===== config.mk =====
export PLATFORM = sky130hd
export DESIGN_NAME = serial_comparator_flat
export DESIGN_NICKNAME = d
export VERILOG_FILES = /design/src/rtl/serial_comparator_pkg.sv /design/src/rtl/serial_comparator_if.sv /design/src/rtl/serial_comparator_cell.sv /design/src/rtl/serial_comparator.sv /design/src/flat_wrapper.sv
export SDC_FILE = /design/constraint.sdc
export NUM_CORES = 1
export LEC_CHECK = 0
export CAP_MARGIN = 20
export CORE_MARGIN = 2
export CORE_UTILIZATION = 36
export CTS_BUF_LIST = sky130_fd_sc_hd__clkbuf_2 sky130_fd_sc_hd__clkbuf_4 sky130_fd_sc_hd__clkbuf_8
export CTS_CLUSTER_SIZE = 16
export DETAILED_ROUTE_END_ITERATION = 7
export PLACE_DENSITY = 0.59
export SLEW_MARGIN = 25
export SYNTH_ARGS = -nofsm -noshare
export SYNTH_HDL_FRONTEND = slang
export SYNTH_SLANG_ARGS = --single-unit

===== constraint.sdc =====
create_clock -name clk -period 1.8 [get_ports clk]
set_input_delay 0.36 -clock clk [delete_from_list [all_inputs] [get_ports clk]]
set_output_delay 0.36 -clock clk [all_outputs]
set_load 0.005 [all_outputs]

===== src/rtl/serial_comparator_pkg.sv =====
// serial_cmp_pkg: shared definitions for the bit-serial magnitude comparator.
//   - 2-bit result codes driven on sout
//   - FSM state encoding used by serial_comparator
package serial_cmp_pkg;

  // Result codes
  localparam logic [1:0] CMP_NA = 2'b00;  // no result / not available
  localparam logic [1:0] CMP_LT = 2'b01;  // A < B
  localparam logic [1:0] CMP_EQ = 2'b10;  // A == B
  localparam logic [1:0] CMP_GT = 2'b11;  // A > B

  typedef enum logic [1:0] {
    ST_IDLE = 2'd0,
    ST_OP   = 2'd1,
    ST_DONE = 2'd2
  } state_e;

  // Code for one differing bit pair; inv flips the sense (two's-complement
  // sign position, where a set bit means the smaller value).
  function automatic logic [1:0] pair_code(input logic ai, input logic bi,
                                           input logic inv);
    return ((ai & ~bi) ^ inv) ? CMP_GT : CMP_LT;
  endfunction

endpackage


===== src/rtl/serial_comparator_if.sv =====
// serial_cmp_if: handshake/operand bundle for serial_comparator.
//   master : drives start, bit_vld, ai, bi (and signed_mode when
//            SERIAL_CMP_SIGNED_EN is defined); observes busy, done, sout
//   slave  : the comparator side
// Optional macro: SERIAL_CMP_SIGNED_EN adds signed_mode.
interface serial_cmp_if;
  logic       start;
  logic       bit_vld;
  logic       ai;
  logic       bi;
`ifdef SERIAL_CMP_SIGNED_EN
  logic       signed_mode;
`endif
  logic       busy;
  logic       done;
  logic [1:0] sout;

`ifdef SERIAL_CMP_SIGNED_EN
  modport master (output start, bit_vld, ai, bi, signed_mode,
                  input  busy, done, sout);
  modport slave  (input  start, bit_vld, ai, bi, signed_mode,
                  output busy, done, sout);
`else
  modport master (output start, bit_vld, ai, bi,
                  input  busy, done, sout);
  modport slave  (input  start, bit_vld, ai, bi,
                  output busy, done, sout);
`endif
endinterface


===== src/rtl/serial_comparator_cell.sv =====
// serial_cmp_cell: combinational per-bit decision update.
//   comp_i/decided_i : running result and "MSB-first result locked" flag
//   ai_i/bi_i        : current bit pair
//   msb_first_i      : bit order (1 = MSB first)
//   is_sign_i        : current pair is the sign position   (SERIAL_CMP_SIGNED_EN)
//   signed_i         : two's-complement compare selected   (SERIAL_CMP_SIGNED_EN)
//   comp_o/decided_o : updated result and lock flag
// Optional macro: SERIAL_CMP_SIGNED_EN adds the sign-position inversion.
module serial_cmp_cell
  import serial_cmp_pkg::*;
(
`ifdef SERIAL_CMP_SIGNED_EN
  input  logic       is_sign_i,
  input  logic       signed_i,
`endif
  input  logic [1:0] comp_i,
  input  logic       decided_i,
  input  logic       ai_i,
  input  logic       bi_i,
  input  logic       msb_first_i,
  output logic [1:0] comp_o,
  output logic       decided_o
);

  logic       diff;
  logic       inv;
  logic [1:0] code;

  always_comb begin
    diff = ai_i ^ bi_i;
`ifdef SERIAL_CMP_SIGNED_EN
    inv  = signed_i & is_sign_i;
`else
    inv  = 1'b0;
`endif
    code      = pair_code(ai_i, bi_i, inv);
    comp_o    = comp_i;
    decided_o = decided_i;
    if (diff) begin
      if (!msb_first_i) begin
        // LSB first: the most significant difference arrives last and wins.
        comp_o = code;
      end else if (!decided_i) begin
        // MSB first: the first difference settles the result.
        comp_o    = code;
        decided_o = 1'b1;
      end
    end
  end

endmodule


===== src/rtl/serial_comparator.sv =====
// serial_comparator: bit-serial magnitude comparator of two WIDTH-bit operands.
//   clk, rst : clock, asynchronous active-high reset
//   bus      : serial_cmp_if.slave
//     start       begin a compare (sampled in IDLE only)
//     bit_vld     ai/bi hold a valid pair (sampled in OP only)
//     ai, bi      serial operand bits
//     signed_mode two's-complement compare, latched at start (SERIAL_CMP_SIGNED_EN)
//     busy        high in OP and DONE
//     done        one-cycle result strobe
//     sout        result code (00 NA, 01 LT, 10 EQ, 11 GT), registered
// Parameters: WIDTH (2..256), MSB_FIRST (0 = LSB first).
// Optional macro: SERIAL_CMP_SIGNED_EN enables signed compare.
module serial_comparator
  import serial_cmp_pkg::*;
#(
  parameter int WIDTH     = 8,
  parameter bit MSB_FIRST = 1'b0
) (
  input  logic         clk,
  input  logic         rst,
  serial_cmp_if.slave  bus
);

  localparam int CNT_W = $clog2(WIDTH + 1);

  state_e             state_q, state_d;
  logic [CNT_W-1:0]   count_q, count_d;
  logic [1:0]         comp_q, comp_d;
  logic               decided_q, decided_d;
  logic [1:0]         sout_q, sout_d;
`ifdef SERIAL_CMP_SIGNED_EN
  logic               signed_q, signed_d;
`endif

  logic               last_bit;
  logic               is_sign;
  logic [1:0]         cell_comp;
  logic               cell_decided;

  assign last_bit = bus.bit_vld && (count_q == CNT_W'(WIDTH - 1));
  assign is_sign  = MSB_FIRST ? (count_q == '0) : (count_q == CNT_W'(WIDTH - 1));

  serial_cmp_cell u_cell (
`ifdef SERIAL_CMP_SIGNED_EN
    .is_sign_i   (is_sign),
    .signed_i    (signed_q),
`endif
    .comp_i      (comp_q),
    .decided_i   (decided_q),
    .ai_i        (bus.ai),
    .bi_i        (bus.bi),
    .msb_first_i (MSB_FIRST),
    .comp_o      (cell_comp),
    .decided_o   (cell_decided)
  );

`ifndef SERIAL_CMP_SIGNED_EN
  // Sign position only matters for the signed build.
  logic unused_sign;
  assign unused_sign = is_sign;
`endif

  // State register
  always_ff @(posedge clk or posedge rst) begin
    if (rst) state_q <= ST_IDLE;
    else     state_q <= state_d;
  end

  // Next-state logic
  always_comb begin
    state_d = state_q;
    unique case (state_q)
      ST_IDLE: if (bus.start) state_d = ST_OP;
      ST_OP:   if (last_bit)  state_d = ST_DONE;
      ST_DONE: state_d = ST_IDLE;
      default: state_d = ST_IDLE;
    endcase
  end

  // Datapath / output next values
  always_comb begin
    count_d   = count_q;
    comp_d    = comp_q;
    decided_d = decided_q;
    sout_d    = sout_q;
`ifdef SERIAL_CMP_SIGNED_EN
    signed_d  = signed_q;
`endif
    unique case (state_q)
      ST_IDLE: begin
        if (bus.start) begin
          count_d   = '0;
          comp_d    = CMP_EQ;
          decided_d = 1'b0;
          sout_d    = CMP_NA;
`ifdef SERIAL_CMP_SIGNED_EN
          signed_d  = bus.signed_mode;
`endif
        end
      end
      ST_OP: begin
        if (bus.bit_vld) begin
          count_d   = count_q + CNT_W'(1);
          comp_d    = cell_comp;
          decided_d = cell_decided;
          // Load sout with the final result so it is valid during DONE.
          if (last_bit) sout_d = cell_comp;
        end
      end
      default: ;
    endcase
  end

  always_ff @(posedge clk or posedge rst) begin
    if (rst) begin
      count_q   <= '0;
      comp_q    <= CMP_NA;
      decided_q <= 1'b0;
      sout_q    <= CMP_NA;
`ifdef SERIAL_CMP_SIGNED_EN
      signed_q  <= 1'b0;
`endif
    end else begin
      count_q   <= count_d;
      comp_q    <= comp_d;
      decided_q <= decided_d;
      sout_q    <= sout_d;
`ifdef SERIAL_CMP_SIGNED_EN
      signed_q  <= signed_d;
`endif
    end
  end

  assign bus.busy = (state_q != ST_IDLE);
  assign bus.done = (state_q == ST_DONE);
  assign bus.sout = sout_q;

endmodule


===== src/flat_wrapper.sv =====
// flat-port wrapper written by rule: the top's interface ports become plain ports
module serial_comparator_flat import serial_cmp_pkg::*;
#(
  parameter int WIDTH     = 8,
  parameter bit MSB_FIRST = 1'b0
)
  (clk, rst, bus_start, bus_bit_vld, bus_ai, bus_bi, bus_busy, bus_done, bus_sout);
  serial_cmp_if bus_i ();
  input  logic clk;
  input  logic rst;
  input wire logic [$bits(bus_i.start)-1:0] bus_start;
  input wire logic [$bits(bus_i.bit_vld)-1:0] bus_bit_vld;
  input wire logic [$bits(bus_i.ai)-1:0] bus_ai;
  input wire logic [$bits(bus_i.bi)-1:0] bus_bi;
  output wire logic [$bits(bus_i.busy)-1:0] bus_busy;
  output wire logic [$bits(bus_i.done)-1:0] bus_done;
  output wire logic [$bits(bus_i.sout)-1:0] bus_sout;
  assign bus_i.start = bus_start;
  assign bus_i.bit_vld = bus_bit_vld;
  assign bus_i.ai = bus_ai;
  assign bus_i.bi = bus_bi;
  assign bus_busy = bus_i.busy;
  assign bus_done = bus_i.done;
  assign bus_sout = bus_i.sout;
  serial_comparator #(.WIDTH(WIDTH), .MSB_FIRST(MSB_FIRST)) u_core (.clk(clk), .rst(rst), .bus(bus_i));
endmodule

==> qor.yml <==
timing:
  fin_crit_sh_pct: 96.2
  setup_violations: 0
  worstMarginPinSlew_ps: 390
  rsz0062_at_grt: "no"
  period_needed_ps: 1730
  fmax_ghz: 0.577
  fin_skew_ps: 6.76
  setup_tns_ps: 0
  relSlewSlack_pct: 74.0
  slew_violations: 0
  whs_ps: 369
  hold_viol: 0
setup_path:
  cp.buffers_inverters: 1
  arrival_ps: 1370
  critPathKind: "flip-flop to output pin"
  slowest_delay_ps: 440
  cp_top_family: "buffers and inverters"
  cp.depth: 2
  cp_slowest_cell: "clkdlybuf4s50_1"
  worstSetupEndpointType: "output pin"
  reg2regPathDepth: 4
  crit_path_max_fanout: 3
  required_ps: 1440
  path_cells: "or2_2 -> clkdlybuf4s50_1"
  critPathLaunchType: "flip-flop"
die:
  die_height_um: 42.3
  floorplan.io_pins: 10
  die_w_um: 42.3
  initial_core_util_pct: 39.7
  die_area_mm2: 0.00179
  core_mm2: 0.00133
  num_rows: 13
worst_hold_path:
  hp-class: "primary input to asynchronous set/reset pin"
pwr:
  p_leak_nw: 0.306
  peakVddDrop_v: 0.000664
  cellPowerDensity_mw_per_mm2: 1320
synthesis:
  seq_area_frac_synth_pct: 47.3
  synthCells: 49
  yosysUniqueCellTypes: 26
  avgSynthCellArea_um2: 10.8
  async_flop_share_pct: 100
  synth.most_common_cell: "dfrtp_1"
  synthesis.nets: 57
  synth-main-ff-cell: "dfrtp_1"
  netlist_top_cells_area: "dfrtp_1 47%, mux2i_1 7.6%, ha_1 4.7%"
  synthTopCellsByCount: "10 x dfrtp_1, 4 x mux2i_1, 4 x nand2_1, 4 x o21ai_0"
  post-synth-top-area-cell: "dfrtp_1"
  synth_top_area_share_pct: 47.3
  yosys_warnings: 0
  synth_edf_count: 0
  ys_ff_latch: 10
  syn_area_um2: 529
clock_network:
  ctsResizeCount: 0
  h-tree-depth: 1
  post_cts_buffers: 0
  cts_tree: "built"
  clk_path_buf_depth: 2
  hold_buffers: 0
  cts.sinks: 10
  cts.clk_slew.worst_paths_ps: 70
  cts_buffers: 3
  root_buffer: "clkbuf_4"
  clock_latency_ps: 260
detailed_routing:
  drc: 0
  wl_per_cell_um: 12.1
  viasPerCell: 5.26
  wirelength_um: 964
  drt_iter0_drc: 2
  num_vias: 421
  drt_first_pass_iters: 2
  ant_nets: 0
global_routing:
  grt_pass1_vias: 418
  grt_pass1_wl_um: 1740
  grt_max_degree: 11
  track_usage_pct: 13.0
  grt_overflow_total: 0
  antenna_found_initial: 0
finish:
  nNetsFinal: 74
  antenna_cells: 0
  drive_above_1_share_pct: 23.1
  area_growth_pct: 31.0
job:
  drv_cap: 0
placement:
  io_buffers: 9
  place_congestion: 0.710
  post-dp-hpwl_um: 745
outcome:
  outcome: "finished clean"
-- worst paths after layout --
kind,from,endpoint,slack [ps]
min reg2reg,u_core.comp_q[1],u_core.comp_q[1],500
max in group asynchronous,rst,u_core.state_q[1],1150
max reg2reg,u_core.count_q[0],u_core.count_q[2],360
min,rst,u_core.comp_q[0],370
min in group clk,u_core.comp_q[1],u_core.comp_q[1],500
max,u_core.state_q[0],bus_busy,70
-- worst register-to-register path, delay by kind of cell, from the launching register on --
family / cells / cell delay [ps]
flops: 1 / 410
mux: 1 / 340
compound gates: 1 / 250
fa+ha+maj: 1 / 210
simple gates: 1 / 120
-- final cells by class --
class,count,area [µm²]
clock buffer,4,36.3
fill,130,641
inverter,3,11.3
multi-input combinational,34,249
sequential,10,250
tap,15,18.8
timing repair buffer,14,128
-- logic make-up (layout without fill, tap and decap cells) --
kind of cell / after synthesis / count (layout) / synth area share, %
AOI/OAI and AO/OA: 11 / 11 / 14.9
adders and majority gates: 2 / 2 / 4.73
DFF: 10 / 10 / 47.3
muxes: 5 / 5 / 9.69
and+or+nand+nor: 16 / 16 / 17.7
buffers and inverters: 5 / 21 / 5.67
-- stage by stage --
stage          std cells  area (µm²)  total power, W  worst slack [ps]  util (%)
2_1_floorplan         49         529        0.000598               437         -
3_3_place_gp          75         649        0.000707              43.5      48.7
3_5_place_dp          75         649        0.000715              44.1      48.7
4_1_cts               79         686        0.000923              20.5      51.4
5_1_grt               80         693        0.000993              13.6      52.0
6_report              80         693        0.000916              67.9      52.0
-- placed cells by master (no fill, tap or decap), types with 2 or more instances in the layout --
master / count
dfrtp_1: 10
clkdlybuf4s50_1: 9
buf_4: 5
nand2_1: 4
mux2i_1: 4
o21ai_0: 4
nor2_1: 3
inv_1: 3
clkbuf_4: 3
ha_1: 2
-- per-layer routing --
layer  GRT usage (%)  wire length [µm]  up-vias
met5               0                 0        -
met3            3.88                39        0
met2            21.5               459       10
li1                -                 -      207
met1            15.4               465      204
met4            5.63                 0        0
-- power by group --
| part | total (W) | switching, W | internal [W] |
|---|---|---|---|
| combinational | 0.000340 | 0.000145 | 0.000195 |
| clock | 0.000204 | 0.0000815 | 0.000123 |
| sequential | 0.000371 | 0.0000626 | 0.000309 |
-- state kept, by name, summed over array words and instances, names as in the netlist --
name	flops
u_core.bus.sout	2
u_core.comp_q	2
u_core.count_q	4
u_core.state_q	2
(Power assumes the default switching activity.)
